<file path="src/rtl/menu_textbuf_if.sv">
// Command and BRAM port-A bundle for the menu text buffer controller.
// master: menu CPU/loader plus the BRAM port A data return; slave: the controller.
interface menu_textbuf_if #(
  parameter int ADDR_W = 10,
  parameter int DATA_W = 7
);
  logic              cmd_valid;
  logic              cmd_ready;
  logic [1:0]        cmd_op;
  logic [ADDR_W-1:0] cmd_arg;
  logic              rd_valid;
  logic [DATA_W-1:0] rd_data;
  logic [ADDR_W-1:0] cur_addr;
  logic              busy;
  logic              ram_ce;
  logic              ram_we;
  logic [ADDR_W-1:0] ram_ad;
  logic [DATA_W-1:0] ram_din;
  logic [DATA_W-1:0] ram_dout;

  modport master (
    output cmd_valid, cmd_op, cmd_arg, ram_dout,
    input  cmd_ready, rd_valid, rd_data, cur_addr, busy,
           ram_ce, ram_we, ram_ad, ram_din
  );

  modport slave (
    input  cmd_valid, cmd_op, cmd_arg, ram_dout,
    output cmd_ready, rd_valid, rd_data, cur_addr, busy,
           ram_ce, ram_we, ram_ad, ram_din
  );
endinterface

</file>
<file path="src/rtl/menu_textbuf_ctrl.sv">
// Port-A sequencer for the 1024x7 menu text buffer: cursor writes, screen
// clear/fill and single-character readback. Port B belongs to the OSD scanner.
module menu_textbuf_ctrl #(
  parameter int COLS   = 32,
  parameter int ROWS   = 28,
  parameter int ADDR_W = 10,
  parameter int DATA_W = 7
) (
  input  logic         clk,
  input  logic         resetn,
  menu_textbuf_if.slave bus
);
  localparam int                CB   = $clog2(COLS);
  localparam int                FW   = ADDR_W / 2;
  localparam logic [ADDR_W-1:0] LAST = ADDR_W'(ROWS * COLS - 1);
  localparam logic [DATA_W-1:0] NL   = DATA_W'(10);

  localparam logic [1:0] OP_SETPOS = 2'b00;
  localparam logic [1:0] OP_PUTC   = 2'b01;
  localparam logic [1:0] OP_CLEAR  = 2'b10;
  localparam logic [1:0] OP_READ   = 2'b11;

  typedef enum logic [1:0] {IDLE, CLEAR, RDWAIT} state_t;

  state_t            state_q, state_d;
  logic              rd_phase_q;
  logic [ADDR_W-1:0] cursor_q;
  logic              ce_q, we_q;
  logic [ADDR_W-1:0] ad_q;
  logic [DATA_W-1:0] din_q;
  logic [DATA_W-1:0] rd_data_q;
  logic              rd_valid_q;
  logic              accept;
  logic [DATA_W-1:0] arg_char;

  logic [ADDR_W-1:0] row_c, col_c, pos_addr, cur_row, nl_addr, inc_addr;

  assign accept   = bus.cmd_valid & bus.cmd_ready;
  assign arg_char = bus.cmd_arg[DATA_W-1:0];

  // Cursor arithmetic: clamped SETPOS target, newline target, and wrapping increment.
  always_comb begin
    row_c = ADDR_W'(bus.cmd_arg[ADDR_W-1:FW]);
    col_c = ADDR_W'(bus.cmd_arg[FW-1:0]);
    if (row_c >= ADDR_W'(ROWS)) row_c = ADDR_W'(ROWS - 1);
    if (col_c >= ADDR_W'(COLS)) col_c = ADDR_W'(COLS - 1);
    pos_addr = (row_c << CB) | col_c;
    cur_row  = cursor_q >> CB;
    nl_addr  = (cur_row == ADDR_W'(ROWS - 1)) ? '0 : ((cur_row + ADDR_W'(1)) << CB);
    inc_addr = (cursor_q == LAST) ? '0 : cursor_q + ADDR_W'(1);
  end

  // State register.
  always_ff @(posedge clk) begin
    if (!resetn) state_q <= IDLE;
    else         state_q <= state_d;
  end

  // Next-state: CLEAR ends on the last cell, RDWAIT spans the BRAM latency plus capture.
  always_comb begin
    state_d = state_q;
    unique case (state_q)
      IDLE: begin
        if (accept && bus.cmd_op == OP_CLEAR)     state_d = CLEAR;
        else if (accept && bus.cmd_op == OP_READ) state_d = RDWAIT;
      end
      CLEAR:   if (ad_q == LAST) state_d = IDLE;
      RDWAIT:  if (rd_phase_q)   state_d = IDLE;
      default: state_d = IDLE;
    endcase
  end

  // Port-A access issue, cursor update and read capture; all outputs are registered.
  always_ff @(posedge clk) begin
    if (!resetn) begin
      rd_phase_q <= 1'b0;
      cursor_q   <= '0;
      ce_q       <= 1'b0;
      we_q       <= 1'b0;
      ad_q       <= '0;
      din_q      <= '0;
      rd_data_q  <= '0;
      rd_valid_q <= 1'b0;
    end else begin
      ce_q       <= 1'b0;
      we_q       <= 1'b0;
      rd_valid_q <= 1'b0;
      unique case (state_q)
        IDLE: begin
          if (accept) begin
            unique case (bus.cmd_op)
              OP_SETPOS: cursor_q <= pos_addr;
              OP_PUTC: begin
                if (arg_char == NL) begin
                  cursor_q <= nl_addr;
                end else begin
                  ce_q     <= 1'b1;
                  we_q     <= 1'b1;
                  ad_q     <= cursor_q;
                  din_q    <= arg_char;
                  cursor_q <= inc_addr;
                end
              end
              OP_CLEAR: begin
                ce_q  <= 1'b1;
                we_q  <= 1'b1;
                ad_q  <= '0;
                din_q <= arg_char;
              end
              OP_READ: begin
                ce_q       <= 1'b1;
                ad_q       <= bus.cmd_arg;
                rd_phase_q <= 1'b0;
              end
              default: ;
            endcase
          end
        end
        CLEAR: begin
          if (ad_q == LAST) begin
            cursor_q <= '0;
          end else begin
            ce_q <= 1'b1;
            we_q <= 1'b1;
            ad_q <= ad_q + ADDR_W'(1);
          end
        end
        RDWAIT: begin
          if (rd_phase_q) begin
            rd_data_q  <= bus.ram_dout;
            rd_valid_q <= 1'b1;
            rd_phase_q <= 1'b0;
          end else begin
            rd_phase_q <= 1'b1;
          end
        end
        default: ;
      endcase
    end
  end

  // Gating with resetn keeps the RAM from committing anything on the reset edge itself.
  assign bus.ram_ce    = ce_q & resetn;
  assign bus.ram_we    = we_q & ce_q & resetn;
  assign bus.ram_ad    = ad_q;
  assign bus.ram_din   = din_q;
  assign bus.cmd_ready = (state_q == IDLE) & resetn;
  assign bus.busy      = (state_q != IDLE);
  assign bus.cur_addr  = cursor_q;
  assign bus.rd_data   = rd_data_q;
  assign bus.rd_valid  = rd_valid_q;
endmodule

</file>
<file path="src/flat_wrapper.sv">
// flat-port wrapper written by rule: the top's interface ports become plain ports
module menu_textbuf_ctrl_flat 
#(
  parameter int COLS   = 32,
  parameter int ROWS   = 28,
  parameter int ADDR_W = 10,
  parameter int DATA_W = 7
)
  (clk, resetn, bus_cmd_valid, bus_cmd_op, bus_cmd_arg, bus_ram_dout, bus_cmd_ready, bus_rd_valid, bus_rd_data, bus_cur_addr, bus_busy, bus_ram_ce, bus_ram_we, bus_ram_ad, bus_ram_din);
  menu_textbuf_if #(.ADDR_W(ADDR_W), .DATA_W(DATA_W)) bus_i ();
  input  logic clk;
  input  logic resetn;
  input wire logic [$bits(bus_i.cmd_valid)-1:0] bus_cmd_valid;
  input wire logic [$bits(bus_i.cmd_op)-1:0] bus_cmd_op;
  input wire logic [$bits(bus_i.cmd_arg)-1:0] bus_cmd_arg;
  input wire logic [$bits(bus_i.ram_dout)-1:0] bus_ram_dout;
  output wire logic [$bits(bus_i.cmd_ready)-1:0] bus_cmd_ready;
  output wire logic [$bits(bus_i.rd_valid)-1:0] bus_rd_valid;
  output wire logic [$bits(bus_i.rd_data)-1:0] bus_rd_data;
  output wire logic [$bits(bus_i.cur_addr)-1:0] bus_cur_addr;
  output wire logic [$bits(bus_i.busy)-1:0] bus_busy;
  output wire logic [$bits(bus_i.ram_ce)-1:0] bus_ram_ce;
  output wire logic [$bits(bus_i.ram_we)-1:0] bus_ram_we;
  output wire logic [$bits(bus_i.ram_ad)-1:0] bus_ram_ad;
  output wire logic [$bits(bus_i.ram_din)-1:0] bus_ram_din;
  assign bus_i.cmd_valid = bus_cmd_valid;
  assign bus_i.cmd_op = bus_cmd_op;
  assign bus_i.cmd_arg = bus_cmd_arg;
  assign bus_i.ram_dout = bus_ram_dout;
  assign bus_cmd_ready = bus_i.cmd_ready;
  assign bus_rd_valid = bus_i.rd_valid;
  assign bus_rd_data = bus_i.rd_data;
  assign bus_cur_addr = bus_i.cur_addr;
  assign bus_busy = bus_i.busy;
  assign bus_ram_ce = bus_i.ram_ce;
  assign bus_ram_we = bus_i.ram_we;
  assign bus_ram_ad = bus_i.ram_ad;
  assign bus_ram_din = bus_i.ram_din;
  menu_textbuf_ctrl #(.COLS(COLS), .ROWS(ROWS), .ADDR_W(ADDR_W), .DATA_W(DATA_W)) u_core (.clk(clk), .resetn(resetn), .bus(bus_i));
endmodule
</file>
<file path="config.mk">
export PLATFORM = sky130hd
export DESIGN_NAME = menu_textbuf_ctrl_flat
export DESIGN_NICKNAME = d
export VERILOG_FILES = /design/src/rtl/menu_textbuf_if.sv /design/src/rtl/menu_textbuf_ctrl.sv /design/src/flat_wrapper.sv
export SDC_FILE = /design/constraint.sdc
export NUM_CORES = 1
export LEC_CHECK = 0
export CAP_MARGIN = 30
export CORE_MARGIN = 3
export CORE_UTILIZATION = 40
export CTS_CLUSTER_DIAMETER = 150
export CTS_CLUSTER_SIZE = 24
export DETAILED_ROUTE_END_ITERATION = 10
export HOLD_SLACK_MARGIN = 0.05
export PLACE_DENSITY = 0.65
export SETUP_SLACK_MARGIN = 0.5
export SLEW_MARGIN = 20
export SYNTH_ARGS = -nofsm -noshare
export SYNTH_HDL_FRONTEND = slang
export SYNTH_SLANG_ARGS = --single-unit
</file>
<file path="constraint.sdc">
create_clock -name clk -period 5.8 [get_ports clk]
set_input_delay 1.16 -clock clk [delete_from_list [all_inputs] [get_ports clk]]
set_output_delay 1.16 -clock clk [all_outputs]
set_load 0.02 [all_outputs]
</file>
== Yosys cells after proc, flatten, opt, wreduce, memory -nomap -nowiden ==
Cells that the tools add are included.
Operators by class
  $add $sub $neg: 3
  order comparisons: 1
  eq/ne operators: 19
  mux-type cells: 33
  bitwise operators: 6
  reduce and logical (&&, ||, !) cells: 16
Operators by type and width (count)
  10-bit 2-to-1 mux: 8
  10-bit case mux with 2 select lines: 3
  10-bit case mux with 3 select lines: 1
  10-bit by 1-bit adder with 10-bit output, second input constant: 2
  10-bit == test, second input constant: 2
  7-bit case mux with 2 select lines: 1
  10-bit by 5-bit OR with 10-bit output: 1
  1-bit case mux with 2 select lines: 5
  1-bit 2-to-1 mux: 8
  2-bit 2-to-1 mux: 4
  2-bit by 1-bit != test with 1-bit output, second input constant: 4
  4-bit AND reduction: 2
  2-bit nonzero test: 4
  7-bit by 4-bit == test with 1-bit output, second input constant: 1
  7-bit 2-to-1 mux: 1
  2-bit == test, second input constant: 3
  3-bit != test, second input constant: 2
  2-bit case mux with 3 select lines: 1
  3-bit AND reduction: 2
  5-bit by 1-bit adder with 5-bit output, second input constant: 1
  1-bit AND: 5
  5-bit == test, second input constant: 1
  5-bit >= comparator, second input constant: 1
  5-bit 2-to-1 mux: 1
  9 further kinds: 14
Word-level totals
  register bits after elaboration: 40
  input port bits: 22
  output and inout bits: 39
  word-level logic and storage cells: 87

== Depth between registers and ports, before layout ==
Gate-level depths: netlist of the first run.
  depth after elaboration: 7
  gate-level depth with buffers: 8

== Worst setup path before layout of the first run ==
No wires, ideal clock.
  path kind: input to register
  start point: input bus_cmd_op[1]
  end point: register u_core.ad_q[2] (netlist: u_core.bus.ram_ad[2])
  data arrival time: 2.770 ns
  required time: 5.683 ns
  slack: 2.913 ns
  cell stages on the path: 8
  path through: inv_1 ha_1 clkbuf_1 clkinv_1 or3_4 a32oi_4 nor2_2 a32o_1
Between the ends
  longest elaborated chain between the ends: 4
  elaborated cells between the ends (all ways): 9
  classes of those cells: 5 x eq/ne; 3 x mux; 1 x reduce/logical
RTL lines
  start, declared: RTL line flat_wrapper.sv:14  | input wire logic [$bits(bus_i.cmd_op)-1:0] bus_cmd_op;
  2-bit == test / 2-bit by 1-bit == test with 1-bit output (equally long branches): RTL line menu_textbuf_ctrl.sv:91  | unique case (bus.cmd_op)
  10-bit case mux with 3 select lines: RTL line menu_textbuf_ctrl.sv:91
  10-bit 2-to-1 mux: RTL line menu_textbuf_ctrl.sv:90  | if (accept) begin
  10-bit case mux with 2 select lines: RTL line menu_textbuf_ctrl.sv:88  | unique case (state_q)
  end signal, assigned: RTL line menu_textbuf_ctrl.sv:99  | ad_q <= cursor_q;
  end signal, assigned: RTL line menu_textbuf_ctrl.sv:112  | ad_q <= bus.cmd_arg;
  end signal, assigned: RTL line menu_textbuf_ctrl.sv:125  | ad_q <= ad_q + ADDR_W'(1);
  end, declared: RTL line menu_textbuf_ctrl.sv:29  | logic [ADDR_W-1:0] ad_q;
Parallel ways exist; a longest one is shown, timed or not. The select of a mux whose other input is x is not followed.
A chain may end at the register's enable or synchronous reset.

== Final worst setup path of the first run ==
  start point: input resetn
  end point: output bus_cmd_ready
Between the ends
  longest elaborated chain between the ends: 1
RTL lines
  start, declared: RTL line flat_wrapper.sv:12  | input logic resetn;
  1-bit AND: RTL line menu_textbuf_ctrl.sv:147  | assign bus.cmd_ready = (state_q == IDLE) & resetn;
  end, declared: RTL line flat_wrapper.sv:17  | output wire logic [$bits(bus_i.cmd_ready)-1:0] bus_cmd_ready;
Every way passes these cells.

==> results of run 1 <==
[stage by stage]
stage	hold WS [ns]	area, um^2	power [mW]
3_3_place_gp	0.4739	3090	0.4289
3_5_place_dp	0.4864	3090	0.4287
4_1_cts	0.5036	3212	0.6749
5_1_grt	0.5364	3212	0.6975
6_report	0.4954	3212	0.6695
2_1_floorplan	0.4673	2457	0.3734
[flip-flops by register name (all words and copies together), names as in the netlist]
register / cells
u_core.rd_phase_q: 1
u_core.bus.rd_data: 7
u_core.ce_q: 1
u_core.we_q: 1
u_core.bus.rd_valid: 1
u_core.state_q: 2
u_core.bus.cur_addr: 10
u_core.bus.ram_din: 7
u_core.bus.ram_ad: 10
[metal layers]
metal / GRT usage, % / share of wire, % / up-vias
met1: 29.85 / 46 / 1181
met3: 5.005 / 10 / 16
met2: 29.91 / 42 / 148
li1: - / - / 1228
met5: 0 / 0 / -
met4: 5.755 / 1.8 / 0
[how the worst max path moves through the flow]
| stage | start | endpoint | slack (ns) | depth (start not counted) |
|---|---|---|---|---|
| floorplan | bus_cmd_op[1] | u_core.bus.ram_ad[2] | 2.91 | 8 |
| global placement | resetn | bus_cmd_ready | 1.80 | 4 |
| detailed placement | resetn | bus_cmd_ready | 1.79 | 4 |
| CTS | resetn | bus_cmd_ready | 1.78 | 4 |
| global route | resetn | bus_cmd_ready | 1.68 | 4 |
| finish | resetn | bus_cmd_ready | 1.80 | 4 |
[report_power, final]
group	total (mW)	internal [mW]	switching, mW
logic	0.125	0.0577	0.0669
clock network	0.245	0.141	0.104
registers	0.300	0.284	0.0155
[cell families after synthesis]
logic type               Yosys count
AND/OR/NAND/NOR                  120
AO/OA/AOI/OAI                     89
flip-flops                        40
buffers and inverters             25
multiplexers                      15
adder cells (fa/ha/maj)            7
XOR/XNOR                           2
[area by class of cell]
type / count / share of cell area, %
flip-flops and latches: 40 / 24.93
clock buffers: 6 / 2.571
multi-input cells: 233 / 48.62
clock inverters: 2 / 1.208
inverters: 10 / 1.169
well taps: 72 / 2.805
repair buffers: 60 / 18.70
[worst register-to-register path, cell delays in order, from the launching register on]
cell                       delay (ns)
sky130_fd_sc_hd__dfxtp_1         0.62
sky130_fd_sc_hd__nor2b_1         0.80
sky130_fd_sc_hd__nand4_1         0.32
sky130_fd_sc_hd__o221ai_1        0.65
sky130_fd_sc_hd__o21ai_0         0.21
sky130_fd_sc_hd__a22o_1          0.27
[layout by cell type, fill, tap and decap left out, types with 6 or more instances in the layout]
cell type,instances
sky130_fd_sc_hd__a21oi_1,15
sky130_fd_sc_hd__a32o_1,6
sky130_fd_sc_hd__clkbuf_8,6
sky130_fd_sc_hd__clkdlybuf4s50_1,60
sky130_fd_sc_hd__dfxtp_1,40
sky130_fd_sc_hd__ha_1,7
sky130_fd_sc_hd__inv_1,9
sky130_fd_sc_hd__mux2i_1,15
sky130_fd_sc_hd__nand2_1,22
sky130_fd_sc_hd__nand3_1,12
sky130_fd_sc_hd__nand4_1,6
sky130_fd_sc_hd__nor2_1,35
sky130_fd_sc_hd__nor3_1,6
sky130_fd_sc_hd__o21ai_0,22
==> results.md, run 1 <==
- The flow ran to the end, and the final reports show no timing, DRC or antenna violations.
- The class of the most critical setup path is input port to output port.
- The origin of the critical flop-to-flop path is u_core.state_q[0].
- The synthesized netlist devotes 26.68% of its cell area to compound gates.
- The clock root buffer master is sky130_fd_sc_hd__clkbuf_8.
- After global routing the overflow that remains totals 0.
- The area used by multi-input combinational logic is 1562 um^2.
- The final-report setup violation count is 0.
- Of the synthesized area, sequential elements account for approximately 33%.
- The commonest cells after synthesis are sky130_fd_sc_hd__dfxtp_1 (40), sky130_fd_sc_hd__nor2_1 (35), sky130_fd_sc_hd__nand2_1 (22), sky130_fd_sc_hd__o21ai_0 (22).
- The number of max-slew violations in the final report is 0.
- The first global-routing pass estimated roughly 12,000 um of wire.
- Input and output buffers added on the ports amount to 60.
- Setup slack on the critical path of the routed design comes to 1.803 ns.
- The synthesized area per cell is slightly above 8 um^2.
- The smallest clock period supported by the final layout is computed as about 4 ns.
- By instance count, the leading cell after synthesis is sky130_fd_sc_hd__dfxtp_1.
- In the synthesized netlist, the number of instances is 298.
- The final weighted congestion in routability-driven placement is ~0.93.
- For this design, the sink count on the clock tree is 40.
- The per-cell via count in the routed design is ~6.
- For this run, the post-layout net count is 379.
- The number of antenna diodes in the final layout is 0.
- The starting density of the core is between 40% and 50%.
- The pin count of the biggest net entering global routing is 23.
- The number of placed cells counting well taps is approximately 420.
- The number of antenna violations at the first check in global routing is 0.
- The kind of cell adding the most delay to the critical path is buffers and inverters.
- The height of the die is about 84 um.
- Timing analysis after detailed placement gives a worst setup slack of 1.793 ns.
- Dividing total power by cell area gives a power density of 208.4 nW/um^2.
- The number of buffers and inverters on the critical path is 2.
- The floorplan step set the die width to ~84 um.
- The largest individual stage delay along the critical path comes from the cell sky130_fd_sc_hd__clkdlybuf4s50_1.
- The maximum clock frequency is between 200 and 300 MHz.
- The count of cell types in the netlist is 65.
- The setup skew after layout is about 0.0053 ns.
- The count of synthesis-stage warnings from yosys is 0.
- Dividing the final minimum period by the clock period gives between 60% and 70%.
- Summed over all failing endpoints, the final setup total negative slack is 0 ns.
- The share of the synthesized area in the top cell type is about a third.
- The max-cap violation count is 0.
- The synthesized design contains 40 register bits.
- Summing the areas of all xor and xnor instances in the mapped netlist gives less than 1% of the synthesized area.
- The number of CTS-inserted buffers is 5.
- The number of nets in the synthesized netlist is roughly 330.
- Of the cells placed in the final design, the portion with a size suffix greater than 1 is about 7.4%.
- The area of the die is between 7000 and 8000 um^2.
- The final number of hold-violating endpoints came to 0.
- The number of global-route vias before repair is about 2,300.
- The fraction of the core area covered by cells at the end of the flow is 56.26%.
- The kind of start point of the critical path is an input port.
- No sink is reached through more buffers than the 2 on the longest clock path.
- The critical hold path startpoint is u_core.bus.ram_ad[1].
- The maximum single-stage delay on the critical path is 0.74 ns.
- The path category of the worst min-delay check is register to register.
- The number of standard cells in the final layout excluding fillers is 423.
- Multiplexer cells account for around 6.1% of the synthesized area.
- Walking the worst path, the cells encountered are clkdlybuf4s50_1, nand2b_1, nor2_1, clkdlybuf4s50_1.
- The remaining design rule violation count is 0.
- The hold path depth is 2.
- The growth of design area from synthesis to finish is 30.70%.
- In this run the critical register-to-register path is captured at u_core.bus.cur_addr[5].
- The CTS tree is built.
- The post-cts gate resize count is 0.
- The element type at the critical path end is an output port.
- IR analysis of the VDD net gives a maximum drop of 0.0001483 V.
- The worst-skew pair later-pin latency is about 0.29 ns.
- Summed over all cells, the static leakage comes to 1.155 nW.
- The total number of vias is about 2,600.
- The number of setup buffers added after CTS is 0.
- The relative max-transition margin is 38.80%.
- The number of DRC markers in iteration 0 is roughly 280.
- The post-synthesis simple-gate area fraction is around a quarter.
- The mapped cell area is approximately 2500 um^2.
- The layout filler cell count is ~550.
- The sequential standard cell area is roughly 800 um^2.
- For this design, the CTS-stage hold fixing added 0 buffers.
- By area, the combinational part of the netlist is dominated by compound AO/OA/AOI/OAI gates.
- After clock tree synthesis, the clock-pin slew on the worst setup and hold paths is 0.08 ns.
- The number of cells on the worst reg-to-reg path is 5.
- The overall track demand over capacity in global routing is roughly a fifth.
- The core region is roughly 5700 um^2.
- At the pin with the least slew margin, the transition time is about 0.9 ns.
- The CTS H-tree depth is 2.
- The worst path required time is around 4.6 ns.
- The end point of the worst hold path is u_core.bus.ram_ad[1].
- The top-level I/O count is slightly above 60.
- In the post-synthesis netlist, the biggest area contributors are sky130_fd_sc_hd__dfxtp_1 (33%), sky130_fd_sc_hd__mux2i_1 (6.1%), sky130_fd_sc_hd__nor2_1 (5.3%).
- Data arrives at the worst endpoint at approximately 2.8 ns.
- The cell that appears most often on the critical path is sky130_fd_sc_hd__clkdlybuf4s50_1.
- The routed design has between 7000 and 8000 um of wire.
- The most instantiated flip-flop cell in the synthesis netlist is sky130_fd_sc_hd__dfxtp_1.
- The arithmetic-cell share of the synthesized area counting full adders, half adders and majority gates is between 3 and 4%.
- Setup repair after global routing left no endpoint under its margin.
- The setup slack of the most critical reg-to-reg path is ~2.8 ns.
- Along the worst path, the maximum fanout reaches 14.
- The first detailed-routing pass took 5 iterations.
- The library cell with the largest summed area after synthesis is sky130_fd_sc_hd__dfxtp_1.
- After floorplanning, the core was divided into 27 placement rows.
- Counting flops with an async set or reset pin after synthesis yields a share of 0%.
- The number of enable-type register cells in the synthesized netlist is 0.
- Dividing the detail-routed wire length by the instance count gives between 15 and 20 um.
- Once detail routing completed, the nets flagged for antenna violations numbered 0.
- The half-perimeter wire length of the detailed placement result is 5310 um.
(Power assumes the default switching activity.)
==> inputs of run 2 (changes only) <==
==> constraint.sdc (replaced) <==
create_clock -name clk -period 3.8 [get_ports clk]
set_input_delay 0.76 -clock clk [delete_from_list [all_inputs] [get_ports clk]]
set_output_delay 0.76 -clock clk [all_outputs]
set_load 0.02 [all_outputs]
==> results.md, run 2 (synthesis results as in run 1) <==
- The share of total power in the clock network is between 30% and 40%.
- The path with the worst hold slack has its endpoint at u_core.bus.rd_data[1].
- The total grt overflow is 0.
- After floorplanning, the core was divided into 27 placement rows.
- Dividing the final minimum period by the clock period gives 79.11%.
- The die width is 84.38 um.
- The total inserted antenna cells is 0.
- Across the run, the number of max-cap violations was 0.
- The final design instance area without fill is approximately 3200 um^2.
- Clock skew on the completed layout was measured at ~0.0065 ns.
- The hold path depth is 2.
- The root buffer cell chosen for the clock tree is sky130_fd_sc_hd__clkbuf_8.
- STA classifies the critical path startpoint as an input port.
- The floorplan step defined a core boundary enclosing roughly 5700 um^2.
- The number of global-route vias before repair came to between 2,000 and 2,500.
- At the end of the flow the core is filled with cells to roughly 57%.
- The relative max-transition margin is between 50% and 60%.
- Summing internal, switching and leakage power gives between 1 and 1.5 mW.
- The post-cts gate resize count is 0.
- The top-level I/O count is 61.
- Routability-driven placement finished with a final weighted congestion of between 0.9 and 1.
- For this run, design rule violations remaining after detail routing come to 0.
- The largest individual stage delay along the critical path comes from the cell sky130_fd_sc_hd__clkdlybuf4s50_1.
- Setup violations remaining at the end of the flow were counted as 0.
- The number of max-slew violations in the final report is 0.
- The fraction of power consumed by combinational cells is around a fifth.
- The height of the die is roughly 84 um.
- The number of antenna violations at the first check in global routing is 0.
- TritonCTS built the clock tree.
- The library cell used most frequently in the layout, excluding fill and tap cells, is sky130_fd_sc_hd__clkdlybuf4s50_1.
- STA puts the critical path data required time at slightly above 3 ns.
- For the pin with the worst max-slew slack, the measured transition is 0.6676 ns.
- The library cell appearing most often on the critical path is sky130_fd_sc_hd__clkdlybuf4s50_1.
- The share of total power in sequential cells is approximately 45%.
- Detailed routing placed a total of ~3400 um of wire on met2.
- The worst supply voltage drop on vdd is 0.0002027 V.
- In this run the power spent charging and discharging nets is approximately 0.29 mW.
- The number of setup buffers added after CTS is 0.
- The global-route wire length before repair is 12,360 um.
- The first detailed-routing pass took 5 iterations.
- The half-perimeter wire length of the detailed placement result is roughly 5600 um.
- The clock drives 40 sinks.
- Once detail routing completed, the nets flagged for antenna violations numbered 0.
- The per-cell routed wire length is around 17 um.
- Setup repair after global routing left no endpoint under its margin.
- The area of the die is about 7100 um^2.
- The smallest clock period supported by the final layout is computed as 3.006 ns.
- After detailed routing, the wire length on met1 is 3324 um.
- After routing, the total negative slack on setup checks comes to 0 ns.
- Along the worst path, the maximum fanout reaches 14.
- The leakage dissipation is 1.174 nW.
- Across all setup checks in the final design, the least slack found is just under 0.8 ns.
- The power per cell area is about 310 nW/um^2.
- The total number of vias is 2,590.
- The worst setup path is of the input port to output port kind.
- The maximum number of buffers from clock root to sink is 2.
- The number of CTS-inserted buffers is 5.
- The final number of hold-violating endpoints came to 0.
- The clock reaches the later pin of the worst-skew pair after around 0.3 ns.
- The number of buffers and inverters on the critical path is 3.
- The top layer used by detailed routing is met4.
- The overall track demand over capacity in global routing is 21.24%.
- The data arrival time of the worst path is 2.25 ns.
- The depth of the worst register-to-register path is 6.
- The setup check on the worst reg-to-reg path leaves a slack of 1.43 ns.
- The number of DRC markers in iteration 0 is 335.
- The internal power of the cells is roughly 0.72 mW.
- The number of hold buffers added after CTS was 0.
- After detailed routing, the number of vias per cell comes to 6.051.
- The signal on the critical path passes through clkdlybuf4s50_1, buf_4, nand2b_1, nor2_1, clkdlybuf4s50_1.
- The number of port buffers is 60.
- Net switching is around 29% of the power.
- For this run, the post-layout net count is ~380.
- The clock transition at the registers of the reported paths is 0.09 ns.
- On the worst path, the slowest cell contributes a delay of around 0.62 ns.
- The kind of cell adding the most delay to the critical path is buffers and inverters.
- In this run the critical register-to-register path is launched from u_core.bus.cur_addr[0].
- On the final layout, the worst hold slack is between 0.5 and 0.6 ns.
- The final routed wirelength across all metal layers is roughly 7400 um.
- The length of routed met3 wiring is 644 um.
- The critical register-to-register path endpoint is u_core.bus.cur_addr[7].
- The worst setup path is captured at an output port.
- The cell area reported after detailed placement is roughly 3100 um^2.
- The number of placed cells counting well taps is between 400 and 500.
- The flow ran to the end, and the final reports show no timing, DRC or antenna violations.
- In the layout the commonest cells are sky130_fd_sc_hd__clkdlybuf4s50_1 (60), sky130_fd_sc_hd__dfxtp_1 (40), sky130_fd_sc_hd__nor2_1 (35), sky130_fd_sc_hd__o21ai_0 (22), sky130_fd_sc_hd__nand2_1 (22).
- The growth of design area from synthesis to finish is 31.98%.
- Once the floorplan was initialized, standard cells occupied between 40% and 50% of the core.
- The path category of the worst min-delay check is register to register.
- The post-placement setup slack is ~0.8 ns.
- The number of standard cells in the final layout excluding fillers is 428.
- The pin count of the biggest net entering global routing is 20.
- The critical hold path startpoint is u_core.bus.rd_data[1].
- The CTS H-tree depth is 2.
- The maximum clock frequency is 332.6 MHz.
- In the final layout, the share of cells above drive strength 1 is under 10%.
-- run 2: worst reg2reg max path, delay by kind of cell, from the launching register on --
| kind | cells | cell delay (ns) |
|---|---|---|
| AND/OR/NAND/NOR | 2 | 0.93 |
| flip-flops | 1 | 0.47 |
| adder cells (fa/ha/maj) | 1 | 0.23 |
| AO/OA/AOI/OAI | 3 | 0.60 |
-- run 2: layer usage --
metal | vias up | track usage, %
met1 | 1200 | 30.49
li1 | 1236 | -
met2 | 140 | 32.14
met5 | - | 0
met4 | 0 | 5.899
met3 | 14 | 4.514
-- run 2: worst max-delay path by stage --
stage                              from                   end  slack, ns  cells past startpoint
after floorplan           bus_cmd_op[1]  u_core.bus.ram_ad[2]       1.31                      8
after global placement           resetn         bus_cmd_ready       0.79                      5
after detailed placement  bus_cmd_op[0]  u_core.bus.ram_ad[4]       0.78                      8
after CTS                        resetn         bus_cmd_ready       0.78                      5
after global routing             resetn         bus_cmd_ready       0.68                      5
final                            resetn         bus_cmd_ready       0.79                      5
-- run 2: layout make-up --
class,instances,area (um^2)
Inverter,10,37.54
Clock inverter,3,46.29
Fill cell,517,2466
Clock buffer,5,68.82
Tap cell,72,90.09
Multi-Input combinational cell,233,1562
Sequential cell,40,800.8
Timing Repair Buffer,65,638.1
-- run 2: power groups by stage --
stage          sequential, mW  combinational, mW  clock (mW)
2_1_floorplan           0.473             0.0970           0
3_3_place_gp            0.467              0.191           0
3_5_place_dp            0.467              0.192           0
4_1_cts                 0.457              0.193       0.373
5_1_grt                 0.461              0.209       0.389
6_report                0.457              0.193       0.364
==> inputs of run 3 (changes only) <==
==> constraint.sdc (replaced) <==
create_clock -name clk -period 2.8 [get_ports clk]
set_input_delay 0.56 -clock clk [delete_from_list [all_inputs] [get_ports clk]]
set_output_delay 0.56 -clock clk [all_outputs]
set_load 0.02 [all_outputs]
==> results.md, run 3 (synthesis results as in run 1) <==
- The first routing iteration left approximately 200 violations.
- The remaining number of nets flagged by the antenna check after routing is 0.
- The total number of clock tree sinks is 40.
- The critical path's slowest cell is sky130_fd_sc_hd__clkdlybuf4s50_1.
- The minimum clock period is 2.224 ns.
- The remaining design rule violation count is 0.
- The overall track demand over capacity in global routing is a little over a fifth.
- After legalization and detailed placement, the total HPWL measured 5691 um.
- The fraction of final layout cells sized beyond drive strength 1 is approximately 14%.
- For this design the total switching power over the nets is approximately 0.40 mW.
- In the routed layout, each cell is associated on average with a via count of around 6.0.
- The flow ran to the end, and the final reports show no timing, DRC or antenna violations.
- The floorplan row count is 27.
- The area of the die is about 7100 um^2.
- The total grt overflow is 0.
- The path category of the worst min-delay check is register to register.
- The internal power of the cells is 1.016 mW.
- The final number of hold-violating endpoints is 0.
- The number of standard cells in the final layout excluding fillers is 446.
- The maximum single-stage delay on the critical path is around 0.5 ns.
- Clock tree synthesis inserted a total of 5 buffers.
- Fill cells in the final layout number 538.
- The worst pin sits at a relative slew slack of between 60% and 70%.
- The final-report setup violation count is 0.
- The net count of the finished layout is between 400 and 500.
- At the pin with the least slew margin, the transition time is roughly 0.5 ns.
- The leakage dissipation is between 1 and 1.5 nW.
- The maximum clock frequency is about 450 MHz.
- After detailed routing, the average wire length per cell comes to roughly 17 um.
- The clock transition at the registers of the reported paths is roughly 0.08 ns.
- The worst setup path is captured at a register.
- Input and output buffers added on the ports amount to 60.
- Along the worst path, the maximum fanout reaches 6.
- The number of global-route vias before repair is approximately 2,600.
- The die width is between 80 and 90 um.
- The kind of start point of the critical path is an input port.
- The length of the first detailed-routing pass in iterations is 5.
- STA puts the critical path data arrival time at 2.43 ns.
- Counting both buffers and inverters, the worst setup path holds a total of 1.
- The starting density of the core is between 40% and 50%.
- The final route contains around 2,700 vias.
- Combinational logic burns 19.7% of the power.
- The critical path goes through clkdlybuf4s50_1, or3b_4, or3_4, a32oi_4, nor2_4, a32o_1.
- The kind of cell adding the most delay to the critical path is simple AND/OR/NAND/NOR gates.
- The number of antenna diodes in the final layout is 0.
- The final critical path takes up ~79% of the cycle.
- Dividing total power by cell area gives a power density of roughly 420 nW/um^2.
- The clock reaches the later pin of the worst-skew pair after between 0.3 and 0.4 ns.
- The growth of design area from synthesis to finish is 37.83%.
- The pin count of the biggest net entering global routing is 22.
- The share of total power in sequential cells is between 40 and 50%.
- The root buffer cell chosen for the clock tree is sky130_fd_sc_hd__clkbuf_8.
- The sequential standard cell area is 804.5 um^2.
- The worst path required time is around 3.0 ns.
- The quantity of hold-fixing buffers added after cts is 0.
- For the final database, setup skew stands at between 0.002 and 0.003 ns.
- Net switching is between 20% and 30% of the power.
- The clock passes through at most 2 buffers.
- The number of antenna violations at the first check in global routing is 0.
- The library cell used most frequently in the layout, excluding fill and tap cells, is sky130_fd_sc_hd__clkdlybuf4s50_1.
- The height of the die is around 84 um.
- The share of total power in the clock network is 36.5%.
- IR analysis of the VDD net gives a maximum drop of about 0.00035 V.
- After routing, the total negative slack on setup checks comes to 0 ns.
- At the end of routability-driven placement, the weighted congestion stood at a little under 1.
- The core region is roughly 5700 um^2.
- The final design instance area without fill is 3387 um^2.
- The CTS tree is built.
- The area used by multi-input combinational logic is between 1500 and 2000 um^2.
- The number of placed cells counting well taps is approximately 440.
- In the layout the commonest cells are sky130_fd_sc_hd__clkdlybuf4s50_1 (53), sky130_fd_sc_hd__dfxtp_1 (37), sky130_fd_sc_hd__nor2_1 (35).
- The max-cap violation count is 0.
- The top-level I/O count is 61.
- The CTS H-tree depth is 2.
- Wires add up to about 7600 um.
- Setup repair after global routing left no endpoint under its margin.
- The cell area reported after detailed placement is 3248 um^2.
- The class of the most critical setup path is input port to register.
- The first global-routing pass estimated ~13,000 um of wire.
- The number of max-slew violations in the final report is 0.
==> run 3: metrics by stage <==
| step | utilization (%) | setup WS [ns] | total power [mW] | hold slack (ns) |
|---|---|---|---|---|
| 2_1_floorplan | - | 0.5130 | 0.7734 | 0.4673 |
| 5_1_grt | 59.33 | 0.4977 | 1.475 | 0.5461 |
| 3_3_place_gp | 56.89 | 0.1440 | 0.9092 | 0.4746 |
| 3_5_place_dp | 56.89 | 0.1195 | 0.9107 | 0.4850 |
| 6_report | 59.33 | 0.5757 | 1.416 | 0.4972 |
| 4_1_cts | 59.24 | 0.5190 | 1.420 | 0.4982 |
==> run 3: what timing repair did <==
action,CTS,global route
setup endpoints to repair,11,18
pin swaps,5,1
cloned,0,0
resized for setup,9,6
setup buffers,2,0
==> run 3: layer usage <==
metal | global-route usage, % | vias to the layer above | wire length [um]
li1 | - | 1271 | -
met1 | 29.80 | 1258 | 3442
met2 | 33.72 | 116 | 3381
met3 | 4.809 | 22 | 547
met4 | 7.914 | 0 | 180
met5 | 0 | - | 0
==> run 3: worst min-delay path, cell delays in order, from the launching register on <==
cell	delay, ns
sky130_fd_sc_hd__dfxtp_1	0.32
sky130_fd_sc_hd__o21ai_0	0.07
sky130_fd_sc_hd__a21oi_1	0.06
==> run 3: power groups by stage <==
stage	combinational [mW]	clock [mW]	sequential, mW
after detailed placement	0.277	0	0.633
after CTS	0.277	0.523	0.620
after global placement	0.276	0	0.633
after global routing	0.302	0.547	0.625
final	0.279	0.516	0.621
after floorplan	0.132	0	0.642
==> run 3: cell type report <==
cell class | instances | area share (%)
clock inverter | 2 | 1.145
sequential | 40 | 23.75
tap | 72 | 2.660
timing repair buffer | 83 | 22.57
inverter | 10 | 1.108
multi-input combinational | 233 | 46.32
clock buffer | 6 | 2.438
==> run 3: final timing paths <==
check,cells past startpoint,slack (ns),end,from
max,6,0.58,u_core.bus.ram_ad[9],bus_cmd_arg[1]
min,2,0.50,u_core.rd_phase_q,u_core.rd_phase_q
max reg2reg,6,0.68,u_core.bus.cur_addr[7],u_core.bus.cur_addr[1]
min reg2reg,2,0.50,u_core.rd_phase_q,u_core.rd_phase_q
